`config.mk`:
```
export PLATFORM = sky130hd
export DESIGN_NAME = pov_text_scroller_flat
export DESIGN_NICKNAME = d
export VERILOG_FILES = /design/src/rtl/pov_text_scroller_if.sv /design/src/rtl/pov_text_scroller.sv /design/src/flat_wrapper.sv
export SDC_FILE = /design/constraint.sdc
export NUM_CORES = 1
export LEC_CHECK = 0
export BUFFER_PORTS_ARGS = -buffer_cell sky130_fd_sc_hd__buf_2
export CORE_AREA = 10 10 142 241
export DETAILED_ROUTE_END_ITERATION = 8
export DIE_AREA = 0 0 152 251
export GPL_TIMING_DRIVEN = 0
export PLACE_DENSITY = 0.61
export SLEW_MARGIN = 5
export SYNTH_ARGS = -nofsm -noshare
export SYNTH_HDL_FRONTEND = slang
export SYNTH_SLANG_ARGS = --single-unit
```
`constraint.sdc`:
```
create_clock -name clk -period 7.1 [get_ports clk]
set_input_delay 0.71 -clock clk [delete_from_list [all_inputs] [get_ports clk]]
set_output_delay 0.71 -clock clk [all_outputs]
set_load 0.03 [all_outputs]
```
`src/rtl/pov_text_scroller_if.sv`:
```
// Host write port and LED column stream of the POV text scroller.
interface pov_text_scroller_if #(
  parameter int unsigned DEPTH = 32
);
  localparam int unsigned LW = $clog2(DEPTH + 1);

  logic          clear;
  logic          wr_en;
  logic [6:0]    wr_code;
  logic          col_en;
  logic          rev;
  logic [7:0]    col_out;
  logic          frame_start;
  logic [LW-1:0] buf_len;
  logic          overflow;

  modport master (
    output clear, wr_en, wr_code, col_en, rev,
    input  col_out, frame_start, buf_len, overflow
  );

  modport slave (
    input  clear, wr_en, wr_code, col_en, rev,
    output col_out, frame_start, buf_len, overflow
  );
endinterface

```
`src/rtl/pov_text_scroller.sv`:
```
// Persistence-of-vision scroller: runtime-loadable character buffer streamed as
// 8-bit glyph columns, one per column strobe, with a blank gap between frames.
module pov_text_scroller #(
  parameter int unsigned DEPTH = 32,
  parameter int unsigned GAP   = 8
) (
  input logic clk,
  input logic rst_n,
  pov_text_scroller_if.slave bus
);
  localparam int unsigned LW = $clog2(DEPTH + 1);
  localparam int unsigned AW = (DEPTH > 1) ? $clog2(DEPTH) : 1;

  typedef enum logic [1:0] {ST_IDLE, ST_SCAN, ST_GAP} state_t;

  // Glyph ROM: 8 columns per glyph, column 0 in the top byte
  function automatic logic [7:0] char_rom(input logic [6:0] code, input logic [2:0] col);
    logic [63:0] g;
    case (code)
      7'h10:   g = 64'h003E615149453E00;  // '0'
      7'h11:   g = 64'h0000427F40000000;  // '1'
      7'h21:   g = 64'h007C121111127C00;  // 'A'
      7'h22:   g = 64'h007F494949493600;  // 'B'
      default: g = 64'h0000000000000000;
    endcase
    return g[{~col, 3'b000} +: 8];
  endfunction

  logic [6:0]    buf_q [DEPTH];
  logic [LW-1:0] len_q;
  logic          ovf_q;
  state_t        state_q, state_nxt;
  logic [AW-1:0] ci_q, ci_nxt;
  logic [2:0]    cc_q, cc_nxt;
  logic [7:0]    gc_q, gc_nxt;
  logic          rev_q, rev_nxt;
  logic          fresh_q, fresh_nxt;
  logic [7:0]    col_q, col_nxt;
  logic          fs_q, fs_nxt;

  // Cursor for the current strobe: a frame start reloads it from rev/buf_len
  logic          start_c, scan_c, rev_c, last_col_c, last_chr_c;
  logic [AW-1:0] ci_c, len_m1_c;
  logic [2:0]    cc_c;

  assign len_m1_c   = AW'(len_q - LW'(1));
  assign start_c    = bus.col_en && (len_q != '0) &&
                      ((state_q == ST_IDLE) || ((state_q == ST_SCAN) && fresh_q));
  assign scan_c     = start_c || ((state_q == ST_SCAN) && !fresh_q);
  assign rev_c      = start_c ? bus.rev : rev_q;
  assign ci_c       = start_c ? (bus.rev ? len_m1_c : '0) : ci_q;
  assign cc_c       = start_c ? (bus.rev ? 3'd7 : 3'd0) : cc_q;
  assign last_col_c = (cc_c == (rev_c ? 3'd0 : 3'd7));
  // Forward mode compares against the live length so late appends still show
  assign last_chr_c = rev_c ? (ci_c == '0) : (ci_c == len_m1_c);

  // Character buffer, length and overflow flag
  always_ff @(posedge clk or negedge rst_n) begin
    if (!rst_n) begin
      for (int i = 0; i < int'(DEPTH); i++) buf_q[i] <= '0;
      len_q <= '0;
      ovf_q <= 1'b0;
    end else if (bus.clear) begin
      len_q <= '0;
      ovf_q <= 1'b0;
    end else if (bus.wr_en) begin
      if (len_q == LW'(DEPTH)) begin
        ovf_q <= 1'b1;
      end else begin
        buf_q[AW'(len_q)] <= bus.wr_code;
        len_q             <= len_q + LW'(1);
      end
    end
  end

  // State register
  always_ff @(posedge clk or negedge rst_n) begin
    if (!rst_n) begin
      state_q <= ST_IDLE;
      ci_q    <= '0;
      cc_q    <= '0;
      gc_q    <= '0;
      rev_q   <= 1'b0;
      fresh_q <= 1'b0;
    end else begin
      state_q <= state_nxt;
      ci_q    <= ci_nxt;
      cc_q    <= cc_nxt;
      gc_q    <= gc_nxt;
      rev_q   <= rev_nxt;
      fresh_q <= fresh_nxt;
    end
  end

  // Next-state logic
  always_comb begin
    state_nxt = state_q;
    ci_nxt    = ci_q;
    cc_nxt    = cc_q;
    gc_nxt    = gc_q;
    rev_nxt   = rev_q;
    fresh_nxt = fresh_q;
    if (bus.clear) begin
      state_nxt = ST_IDLE;
      fresh_nxt = 1'b0;
    end else if (bus.col_en) begin
      if (scan_c) begin
        state_nxt = ST_SCAN;
        rev_nxt   = rev_c;
        fresh_nxt = 1'b0;
        if (last_col_c && last_chr_c) begin
          state_nxt = ST_GAP;
          gc_nxt    = '0;
        end else if (last_col_c) begin
          ci_nxt = rev_c ? ci_c - AW'(1) : ci_c + AW'(1);
          cc_nxt = rev_c ? 3'd7 : 3'd0;
        end else begin
          ci_nxt = ci_c;
          cc_nxt = rev_c ? cc_c - 3'd1 : cc_c + 3'd1;
        end
      end else if (state_q == ST_GAP) begin
        if (gc_q == 8'(GAP - 1)) begin
          state_nxt = (len_q != '0) ? ST_SCAN : ST_IDLE;
          fresh_nxt = (len_q != '0);
        end else begin
          gc_nxt = gc_q + 8'd1;
        end
      end
    end
  end

  // Output logic
  always_comb begin
    col_nxt = col_q;
    fs_nxt  = 1'b0;
    if (bus.clear) begin
      col_nxt = '0;
    end else if (bus.col_en) begin
      col_nxt = scan_c ? char_rom(buf_q[ci_c], cc_c) : 8'h00;
      fs_nxt  = start_c;
    end
  end

  always_ff @(posedge clk or negedge rst_n) begin
    if (!rst_n) begin
      col_q <= '0;
      fs_q  <= 1'b0;
    end else begin
      col_q <= col_nxt;
      fs_q  <= fs_nxt;
    end
  end

  assign bus.col_out     = col_q;
  assign bus.frame_start = fs_q;
  assign bus.buf_len     = len_q;
  assign bus.overflow    = ovf_q;
endmodule

```
`src/flat_wrapper.sv`:
```
// flat-port wrapper written by rule: the top's interface ports become plain ports
module pov_text_scroller_flat 
#(
  parameter int unsigned DEPTH = 32,
  parameter int unsigned GAP   = 8
)
  (clk, rst_n, bus_clear, bus_wr_en, bus_wr_code, bus_col_en, bus_rev, bus_col_out, bus_frame_start, bus_buf_len, bus_overflow);
  pov_text_scroller_if #(.DEPTH(DEPTH)) bus_i ();
  input logic clk;
  input logic rst_n;
  input wire logic [$bits(bus_i.clear)-1:0] bus_clear;
  input wire logic [$bits(bus_i.wr_en)-1:0] bus_wr_en;
  input wire logic [$bits(bus_i.wr_code)-1:0] bus_wr_code;
  input wire logic [$bits(bus_i.col_en)-1:0] bus_col_en;
  input wire logic [$bits(bus_i.rev)-1:0] bus_rev;
  output wire logic [$bits(bus_i.col_out)-1:0] bus_col_out;
  output wire logic [$bits(bus_i.frame_start)-1:0] bus_frame_start;
  output wire logic [$bits(bus_i.buf_len)-1:0] bus_buf_len;
  output wire logic [$bits(bus_i.overflow)-1:0] bus_overflow;
  assign bus_i.clear = bus_clear;
  assign bus_i.wr_en = bus_wr_en;
  assign bus_i.wr_code = bus_wr_code;
  assign bus_i.col_en = bus_col_en;
  assign bus_i.rev = bus_rev;
  assign bus_col_out = bus_i.col_out;
  assign bus_frame_start = bus_i.frame_start;
  assign bus_buf_len = bus_i.buf_len;
  assign bus_overflow = bus_i.overflow;
  pov_text_scroller #(.DEPTH(DEPTH), .GAP(GAP)) u_core (.clk(clk), .rst_n(rst_n), .bus(bus_i));
endmodule
```
==> summary.md, run 1 <==
| Metric | Value |
|---|---|
| CP Data Arrival Time | `6.58 ns` |
| Fillers | `2,768` |
| Chip width | `about 150 um` |
| DRC | `0` |
| FMAX | `163 MHz` |
| # H-tree levels | `1` |
| Post-CTS Resized | `0` |
| Mux contribution to synthesized area | `0.204` |
| WL/cell | `25.3 um` |
| Detailed-route via count | `between 10,000 and 15,000` |
| First-pass GRT wire length | `64,400 um` |
| Mean area per synthesized cell | `11.2 um^2` |
| Starting Density | `0.443` |
| Adder-cell share of the synthesized area | `0.0124` |
| CTS root buffer | `clkbuf_16` |
| RSZ-0062 raised after global routing | `no` |
| Final Setup Violations | `0` |
| Post-synthesis cell type count | `84` |
| PwrDens | `311 mW/mm^2` |
| Area of the core | `0.0301 mm^2` |
| Skew-Pair Late Insertion Delay | `approximately 0.56 ns` |
| Most area-consuming cells after synthesis | `dfrtp_1, mux2_2, nand2_1` |
| Period minus WS final | `6.14 ns` |
| Hold-fix buffers at CTS | `0` |
| Relative slew margins | `0.164` |
| Fin crit share | `0.865` |
| CTS Sinks | `approximately 260` |
| Post-Synth Simple-Gate Area | `0.110` |
| Post-synth top area share | `0.486` |
| Worst-case reg-to-reg path depth | `22` |
| Area grow syn2layout | `11.3%` |
| MaxCap Viol Count | `0` |
| Final Hold Vio Count | `0` |
| Gpl congestion | `about 0.90` |
| Total gr overflow | `0` |
| CP max FO | `11` |
| Yosys top cell by area | `dfrtp_1` |
| Pin count of the biggest net entering global routing | `115` |
| Setup crit end kind | `flip-flop` |
| Ports | `29` |
| Nets | `1,270` |
| Worst-case clock skew | `roughly 0.023 ns` |
| Clk buf depth | `3` |
| Kind of critical path | `flip-flop to flip-flop` |
| Number of global-route vias before repair | `10,438` |
| Vias per inst | `between 6 and 7` |
| R2R setup slack | `0.96 ns` |
| Syn. warnings | `0` |
| Die area | `0.0382 mm^2` |
| Total Neg Setup Slack | `0 ns` |
| Compound-gate portion of the synthesized area | `0.136` |
| Port bufs | `26` |
| Cell family with most CP delay | `buffers and inverters` |
| Post-detail-place hpwl | `30,900 um` |
| Synth Flop Type | `dfrtp_1` |
| Layout cells sized above 1 | `0.285` |
| Worst setup margin | `0.957 ns` |
| Post-synth EDFFs | `0` |
| Initial antenna violation count | `0` |
| Post-Syn Area | `0.0133 mm^2` |
| Total CTS buffers | `26` |
| Buf/Inv on CP | `10` |
| Dpl cells | `~1,600` |
| Post-synth ARST share | `1.00` |
| Critical-path cell list | `clkbuf_1 -> inv_1 -> ha_1 -> buf_2 -> nor2b_4 -> a211o_2 -> buf_6 -> buf_2 -> buf_2 -> buf_2 -> a21oi_1 -> inv_1 -> clkbuf_1 -> ha_1 -> nand3_1 -> a211oi_1 -> o221ai_1 -> o22ai_1 -> and2_1 -> buf_2 -> nor2_1 -> mux2_2` |
| CTS tree | `yes` |
| Worst min path class | `input port to asynchronous set/reset pin` |
| Worst-path clk slew | `about 0.06 ns` |
| Pins Over Slew Limit | `0` |
| Total GRT Usage | `0.216` |
| Non-Filler Instances | `1,650` |
| VDD IR max | `about 180 uV` |
| Post-synthesis sequential area ratio | `0.486` |
| Max stage delay on crit path | `0.59 ns` |
| Slew @ Worst Pin | `1.25 ns` |
| #FFs+latches synth | `~260` |
| Row count | `84` |
| Critical path depth in cells | `22` |
| Pre-CTS setup slack | `0.996 ns` |
| XOR/XNOR share of the synthesized area | `0.0118` |
| WL final | `around 42,000 um` |
| Inserted Diodes | `0` |
| Leak pwr | `6.86 nW` |
| Largest family of logic cells by synthesized area | `multiplexers` |
| Status | `finished, final reports clean` |
| Cell mode on critical path | `buf_2` |
| Die Y | `~250 um` |
| Post-route ant nets | `0` |
| Crit path max-delay cell type | `a21oi_1` |
| Mapped Cells | `around 1,200` |
| Post-Synthesis Net Count | `1,214` |
| WP data required | `roughly 7.5 ns` |
| Startpoint types | `flip-flop` |
| Drt initial violations | `between 800 and 900` |
| Setup repair bufs after CTS | `0` |
| Iteration count of the initial detailed-routing pass | `5` |
==> final cells by class <==
class,count,area [um^2],share of cell area
timing repair buffer,28,195,0.0132
sequential,259,6480,0.437
buffer,79,428,0.0289
tap,387,484,0.0326
inverter,26,103,0.00692
multi-input combinational,825,6310,0.426
clock buffer,35,716,0.0483
clock inverter,11,114,0.00768
==> cell usage in the layout (no fill, tap or decap), types with 11 or more instances in the layout <==
master       n
o21a_1      15
clkbuf_16   27
nor2_1      76
a211oi_1    17
dfrtp_1    259
mux2_2     220
a21oi_1     40
mux2i_1     24
a221oi_1    29
nand3_1     30
o21ai_0     28
buf_2       43
nand2_1    118
clkbuf_1    45
nor3_1      17
o31ai_1     13
inv_1       21
xor2_1      11
==> flip-flops by register name, indices dropped and copies added (netlist names) <==
signal                  flops
u_core.buf_q              224
u_core.bus.buf_len          6
u_core.bus.col_out          7
u_core.bus.frame_start      1
u_core.bus.overflow         1
u_core.cc_q                 3
u_core.ci_q                 5
u_core.fresh_q              1
u_core.gc_q                 8
u_core.rev_q                1
u_core.state_q              2
==> stage by stage <==
stage / power, W / area (um^2) / hold slack (ns) / util
final: 0.00462 / 14800 / 0.0582 / 0.493
after global routing: 0.00482 / 14800 / 0.0787 / 0.493
after CTS: 0.00461 / 14800 / 0.0656 / 0.493
after detailed placement: 0.00324 / 14000 / 0.480 / 0.466
after global placement: 0.00323 / 13900 / 0.466 / 0.464
after floorplan: 0.00268 / 13300 / 0.414 / -
==> Yosys cell counts, types with 18 or more instances <==
| library cell | instances |
|---|---|
| a221oi_1 | 29 |
| dfrtp_1 | 259 |
| clkbuf_1 | 38 |
| mux2i_1 | 24 |
| nand3_1 | 30 |
| nand2_1 | 118 |
| o21ai_0 | 28 |
| buf_2 | 18 |
| a21oi_1 | 40 |
| inv_1 | 21 |
| mux2_2 | 220 |
| nor2_1 | 76 |
==> path summary, 6_finish.rpt <==
path	startpoint	endpoint
setup / recovery	u_core.bus.buf_len[0]	u_core.gc_q[0]
hold reg to reg	u_core.bus.col_out[6]	u_core.bus.col_out[6]
max in group asynchronous	rst_n	u_core.buf_q[56]
setup reg to reg	u_core.bus.buf_len[0]	u_core.gc_q[0]
min in group clk	bus_wr_en	u_core.bus.buf_len[1]
hold / removal	rst_n	u_core.bus.buf_len[2]
==> where the power goes <==
part / internal [W] / total (W) / leakage [nW] / switching, W
clock: 0.000781 / 0.00137 / 0.410 / 0.000592
combinational: 0.000531 / 0.00164 / 2.91 / 0.00111
sequential: 0.00155 / 0.00161 / 3.54 / 0.0000524
==> cell families after synthesis <==
| family | after synthesis |
|---|---|
| xor gates and xnor gates | 18 |
| other | 1 |
| muxes | 244 |
| AOI/OAI and AO/OA | 241 |
| and+or+nand+nor | 309 |
| buffers and inverters | 105 |
| DFF | 259 |
| adders and majority gates | 12 |
==> layer usage <==
metal / track usage / share of wire / vias to the layer above
met5: 0 / 0 / -
met4: 0.129 / 0.062 / 0
met3: 0.0244 / 0.042 / 115
met1: 0.235 / 0.38 / 5143
li1: - / - / 4476
met2: 0.392 / 0.52 / 291
(Power assumes the default switching activity.)
==> inputs of run 2 (changes only) <==
Settings changed: ABC_AREA set to 1, CORE_AREA 10 10 142 241 to 10 10 122 207, DIE_AREA 0 0 152 251 to 0 0 132 217, PLACE_DENSITY 0.61 to 0.8.
==> run 2 against run 1 <==
  * Final cell count increased by 32%
  * Largest cell class unchanged
  * Highest routed layer unchanged
  * Total power increased by 9.3%
  * Clock skew decreased by 0.0011 ns
  * Critical path type unchanged
==> summary.md, run 2 <==
| Metric | Value |
|---|---|
| Status | `finished, final reports clean` |
| Total GRT Usage | `0.319` |
| Post-route ant nets | `0` |
| Post-Syn Area | `0.0135 mm^2` |
| Most common library cell in the layout ignoring fill and taps | `nand2_1` |
| WL met1 | `15,900 um` |
| Most frequent cells in the layout | `nand2_1, dfrtp_1, nand3_1` |
| Slew @ Worst Pin | `0.912 ns` |
| CP Data Arrival Time | `between 4 and 5 ns` |
| Worst-case clock skew | `around 0.022 ns` |
| WL final | `approximately 46,000 um` |
| Hold-fix buffers at CTS | `0` |
| Detailed-route via count | `12,891` |
| Starting Density | `0.614` |
| CP max FO | `10` |
| CTS tree | `yes` |
| Worst setup margin | `~2.8 ns` |
| VDD IR max | `298 uV` |
| Clk buf depth | `3` |
| Uppermost routed layer | `met4` |
| Post-Synthesis Net Count | `1,833` |
| Inserted Diodes | `0` |
| # H-tree levels | `1` |
| Synth Flop Type | `dfrtp_1` |
| Initial antenna violation count | `0` |
| Total gr overflow | `0` |
| Chip width | `132 um` |
| Pins Over Slew Limit | `0` |
| Total Neg Setup Slack | `0 ns` |
| Post-synthesis cell type count | `39` |
| Area of the core | `0.0219 mm^2` |
| Pre-CTS setup slack | `2.98 ns` |
| Die Y | `approximately 220 um` |
| First-pass GRT wire length | `70,900 um` |
| Final Setup Violations | `0` |
| Pin count of the biggest net entering global routing | `118` |
| Met2 WL | `22,100 um` |
| Post-detail-place hpwl | `between 30,000 and 40,000 um` |
| DRC | `0` |
| Final Hold Vio Count | `0` |
| Leak pwr | `between 7 and 8 nW` |
| Post-CTS Resized | `0` |
| Startpoint types | `flip-flop` |
| Area grow syn2layout | `10.6%` |
| Yosys top cell by area | `dfrtp_1` |
| Kind of critical path | `flip-flop to flip-flop` |
| Skew-Pair Late Insertion Delay | `0.56 ns` |
| RSZ-0062 raised after global routing | `no` |
| Syn. warnings | `0` |
| Worst min path class | `input port to asynchronous set/reset pin` |
| Area post-placement | `0.0140 mm^2` |
| WP data required | `7.60 ns` |
| Fin crit share | `0.602` |
| Setup crit end kind | `flip-flop` |
| CTS Sinks | `259` |
| Number of global-route vias before repair | `12,470` |
| Drt initial violations | `1,576` |
| CTS root buffer | `clkbuf_16` |
| Worst-path clk slew | `about 0.060 ns` |
| Post-synth top area share | `0.482` |
| Row count | `72` |
| PwrDens | `between 300 and 400 mW/mm^2` |
| Relative slew margins | `0.392` |
| Most area-consuming cells after synthesis | `dfrtp_1, nand2_1, nand3_1` |
| Final instance area | `0.0149 mm^2` |
| Layout cells sized above 1 | `0.0813` |
| Iteration count of the initial detailed-routing pass | `6` |
| WL/cell | `between 20 and 25 um` |
| FMAX | `234 MHz` |
| Post-synthesis sequential area ratio | `0.482` |
| MaxCap Viol Count | `0` |
| Ports | `29` |
| Port bufs | `26` |
| Design Power | `0.00504 W` |
| Nets | `1,888` |
| Routed wl met3 | `4080 um` |
| Post-synth ARST share | `1.00` |
| Mean area per synthesized cell | `7.44 um^2` |
| Setup repair bufs after CTS | `0` |
| Mapped Cells | `1,808` |
| Max reg flops | `224` |
| Total CTS buffers | `25` |
| Vias per inst | `5.92` |
| Most common cell in the netlist | `nand2_1` |
| Post-synth EDFFs | `0` |
| Biggest register | `u_core.buf_q` |
| Die area | `0.0286 mm^2` |
| Period minus WS final | `4.27 ns` |
| #FFs+latches synth | `roughly 260` |
| Post-synth top cells | `nand2_1, dfrtp_1, nand3_1` |
| Gpl congestion | `1.05` |
==> run 2: changes by cell type in the layout (fill, tap and decap cells not counted), moves of 17 or more <==
cell,previous run,this run
nand2_1,118,519
mux2_2,220,0
nand3_1,30,209
inv_1,21,168
o21ai_0,28,170
nor2_1,76,164
a21oi_1,40,119
a221oi_1,29,0
mux2i_1,24,0
a211oi_1,17,0
==> run 2: worst max-delay path, cell delays in order (launching register included) <==
cell and delay (ns):
dfrtp_1 0.48, inv_1 0.17, ha_1 0.32, inv_1 0.14, nand2_1 0.09, nand3_2 0.29, nand2_2 0.27, inv_2 0.22
buf_2 0.42, nand3_1 0.15, nand3_1 0.10, nand3_1 0.26, nand2_1 0.15, nand2_1 0.06, nand2_1 0.07, nand2_1 0.06
nor2_2 0.21, nand2_2 0.20, nand2_1 0.12, nand3_1 0.10, nand3_1 0.11, nand2_1 0.05, inv_1 0.06, nand2_1 0.04
nand2_1 0.05
==> run 2: logic make-up (layout without fill, tap and decap cells) <==
| group | after synthesis | after routing | synth area share |
|---|---|---|---|
| AND/OR/NAND/NOR | 947 | 947 | 0.299 |
| AO/OA/AOI/OAI | 305 | 305 | 0.117 |
| buffers and inverters | 275 | 348 | 0.0837 |
| flip-flops | 259 | 259 | 0.482 |
| adder cells (fa/ha/maj) | 12 | 12 | 0.0123 |
| XOR/XNOR | 9 | 9 | 0.00586 |
| other | 1 | 1 | 0.000279 |
==> run 2: power breakdown <==
group	switching [W]	total, W	internal [W]
clock network	0.000605	0.00143	0.000829
logic	0.00145	0.00198	0.000530
registers	0.0000575	0.00163	0.00157
==> run 2: cell type report <==
| class | count | area, um^2 |
|---|---|---|
| tap | 296 | 370 |
| clock inverter | 12 | 179 |
| multi-input combinational | 1274 | 5840 |
| fill | 1844 | 7010 |
| buffer | 91 | 434 |
| timing repair buffer | 28 | 195 |
| clock buffer | 33 | 686 |
| inverter | 184 | 692 |
| sequential | 259 | 6480 |
==> run 2: per-layer routing <==
layer	track usage	vias up
li1	-	5893
met1	0.370	6073
met2	0.529	700
met3	0.0470	225
met4	0.233	0
met5	0	-
==> run 2: final timing paths <==
path | endpoint | from | slack [ns] | cells after the start
max reg2reg | u_core.bus.col_out[6] | u_core.bus.buf_len[0] | 2.83 | 24
min | u_core.buf_q[73] | rst_n | 0.02 | 1
min reg2reg | u_core.bus.col_out[2] | u_core.bus.col_out[2] | 0.48 | 2
min in group clk | u_core.bus.overflow | bus_wr_en | 0.42 | 3
max | u_core.bus.col_out[6] | u_core.bus.buf_len[0] | 2.83 | 24
max in group asynchronous | u_core.buf_q[143] | rst_n | 6.20 | 2
==> run 2: stage by stage <==
stage | util | hold WS (ns) | instances
3_5_place_dp | 0.640 | 0.462 | 2132
4_1_cts | 0.680 | 0.0251 | 2177
5_1_grt | 0.680 | 0.0464 | 2177
2_1_floorplan | - | 0.414 | 1808
6_report | 0.680 | 0.0183 | 2177
3_3_place_gp | 0.637 | 0.462 | 2130
==> inputs of run 3 (changes only) <==
Settings changed: CORE_AREA 10 10 122 207 to 10 10 128 217, DIE_AREA 0 0 132 217 to 0 0 138 227, PLACE_DENSITY 0.8 to 0.76.
Clock period 7.1 ns to 3.9 ns, I/O delays scaled along.
==> run 3 against run 2 <==
  * Setup slack got worse by 2.7 ns
  * Clock power increased by 69%
  * Non-clock buffer count increased by 9
  * Sequential cell count unchanged
  * Fmax increased by 14%
  * Combinational power increased by 95%
  * Total power increased by 83%
  * Via count decreased by 0.29%
  * Clock skew increased by 0.013 ns
  * Worst hold slack improved by 0.10 ns
  * Register-to-register slack got worse by 2.7 ns
  * Die area increased by 9.4%
  * Largest cell class unchanged
==> summary.md, run 3 (same netlist as run 2, synthesis figures left out) <==
| Metric | Value |
|---|---|
| Iteration count of the initial detailed-routing pass | `6` |
| WP data required | `between 4 and 5 ns` |
| Total CTS buffers | `25` |
| Fin crit share | `0.964` |
| Worst-case clock skew | `about 0.036 ns` |
| Setup crit end kind | `flip-flop` |
| Kind of critical path | `flip-flop to flip-flop` |
| Final Hold Vio Count | `0` |
| Gpl congestion | `~1` |
| First-pass GRT wire length | `slightly above 70,000 um` |
| CTS Sinks | `approximately 260` |
| Port bufs | `26` |
| MaxCap Viol Count | `0` |
| Initial antenna violation count | `0` |
| Worst min path class | `input port to flip-flop` |
| Starting Density | `0.560` |
| Crit path from | `u_core.bus.buf_len[0]` |
| Total gr overflow | `0` |
| Reg2reg start | `u_core.bus.buf_len[0]` |
| Status | `finished, final reports clean` |
| Period minus WS final | `3.76 ns` |
| Leak pwr | `7.42 nW` |
| Most frequent cells in the layout | `nand2_1, dfrtp_1, nand3_1` |
| CTS tree | `yes` |
| # H-tree levels | `1` |
| DRC | `0` |
| CTS root buffer | `clkbuf_16` |
| VDD IR max | `439 uV` |
| Area grow syn2layout | `12.2%` |
| Detailed-route via count | `around 13,000` |
| Worst-path clk slew | `0.07 ns` |
| Post-detail-place hpwl | `33,700 um` |
| Drt initial violations | `~1,200` |
| Row count | `75` |
| Ports | `29` |
| Layout cells sized above 1 | `0.0915` |
| Die Y | `227 um` |
| Relative slew margins | `0.349` |
| Hold Crit Start | `bus_wr_code[2]` |
| Area of the core | `0.0240 mm^2` |
| Inserted Diodes | `0` |
| CP Data Arrival Time | `4.22 ns` |
| Chip width | `between 100 and 150 um` |
| RSZ-0062 raised after global routing | `yes` |
| Worst Hold Slack | `between 0.1 and 0.15 ns` |
| Clk buf depth | `3` |
| Slew @ Worst Pin | `0.976 ns` |
| Max reg flops | `224` |
| Total GRT Usage | `0.295` |
| Biggest register | `u_core.buf_q` |
| Number of global-route vias before repair | `12,501` |
| PwrDens | `612 mW/mm^2` |
| Final Setup Violations | `0` |
| Most common library cell in the layout ignoring fill and taps | `nand2_1` |
| Pin count of the biggest net entering global routing | `99` |
| CP max FO | `10` |
| Pre-CTS setup slack | `-0.229 ns` |
| Startpoint types | `flip-flop` |
| Pins Over Slew Limit | `0` |
| WL/cell | `21.6 um` |
| Post-route ant nets | `0` |
| Vias per inst | `5.85` |
| Skew-Pair Late Insertion Delay | `0.56 ns` |
| Final Util | `0.628` |
| WL final | `between 40,000 and 50,000 um` |
| Nets | `1,898` |
| Worst setup margin | `0.139 ns` |
| Die area | `0.0313 mm^2` |
| FMAX | `266 MHz` |
==> run 3: changes by cell type in the layout (fill, tap and decap cells not counted), sizes merged <==
cell,delta
bufinv,-3
clkinv,-4
inv,-1
clkbuf,+11
dlygate4sd3,+1
buf,+1
clkinvlp,+4
==> run 3: stage by stage <==
step | cell area, um^2 | std cells | TNS [ns] | total power (W)
2_1_floorplan | 13500 | 1808 | 0 | 0.00520
3_3_place_gp | 14000 | 2142 | -550.70 | 0.00652
3_5_place_dp | 14000 | 2144 | -1.96 | 0.00654
4_1_cts | 14900 | 2189 | 0 | 0.00899
5_1_grt | 15100 | 2198 | -0.204 | 0.00964
6_report | 15100 | 2198 | 0 | 0.00924
==> run 3: repair_timing <==
item / CTS / global route
setup endpoints to repair: 17 / 24
buffers inserted: 0 / 8
resized for setup: 13 / 41
pin swaps: 0 / 2
hold buffers: 1 / 0
hold endpoints to repair: 64 / 0
cloned: 0 / 1
==> run 3: metal layers <==
layer	track usage	share of wire	vias up
met5	0	0	-
met4	0.239	0.090	0
met3	0.0534	0.079	209
met2	0.496	0.48	643
met1	0.322	0.35	6080
li1	-	-	5921
==> run 3: layout make-up <==
type / instances / area [um^2]
multi-input combinational: 1274 / 5970
timing repair buffer: 37 / 265
clock buffer: 37 / 731
clock inverter: 7 / 66.3
sequential: 259 / 6480
fill: 2205 / 8920
timing repair inverter: 1 / 5.00
buffer: 91 / 492
tap: 308 / 385
inverter: 184 / 704
==> run 3: final timing paths <==
check / to / depth (start not counted) / slack [ns]
setup / recovery: u_core.bus.col_out[1] / 22 / 0.14
hold / removal: u_core.buf_q[86] / 3 / 0.12
setup reg to reg: u_core.bus.col_out[1] / 22 / 0.14
hold reg to reg: u_core.bus.col_out[0] / 2 / 0.48
max in group asynchronous: u_core.bus.buf_len[0] / 3 / 2.60
min in group asynchronous: u_core.buf_q[58] / 2 / 0.36
==> run 3: critical path: stages (launching register included) <==
cell and delay, ns:
dfrtp_2 0.46, clkinvlp_4 0.15, ha_1 0.25, nand3_4 0.21
nand3_4 0.24, nand2_2 0.24, clkbuf_4 0.36, nand2_1 0.10
nand3_1 0.12, nand3_1 0.16, nand3_1 0.20, nand3_1 0.10
nand2_1 0.11, nand2_1 0.07, nor2_2 0.19, nand2_2 0.15
nand2_1 0.10, nand2_1 0.06, nand2_1 0.07, nand2_1 0.06
nand2_1 0.06, nand3_1 0.13, nand2_1 0.10
==> run 3: power by group <==
group | internal, W | switching [W] | total [W]
clock network | 0.00136 | 0.00106 | 0.00242
registers | 0.00286 | 0.000100 | 0.00296
logic | 0.00108 | 0.00278 | 0.00386
total | 0.00530 | 0.00394 | 0.00924
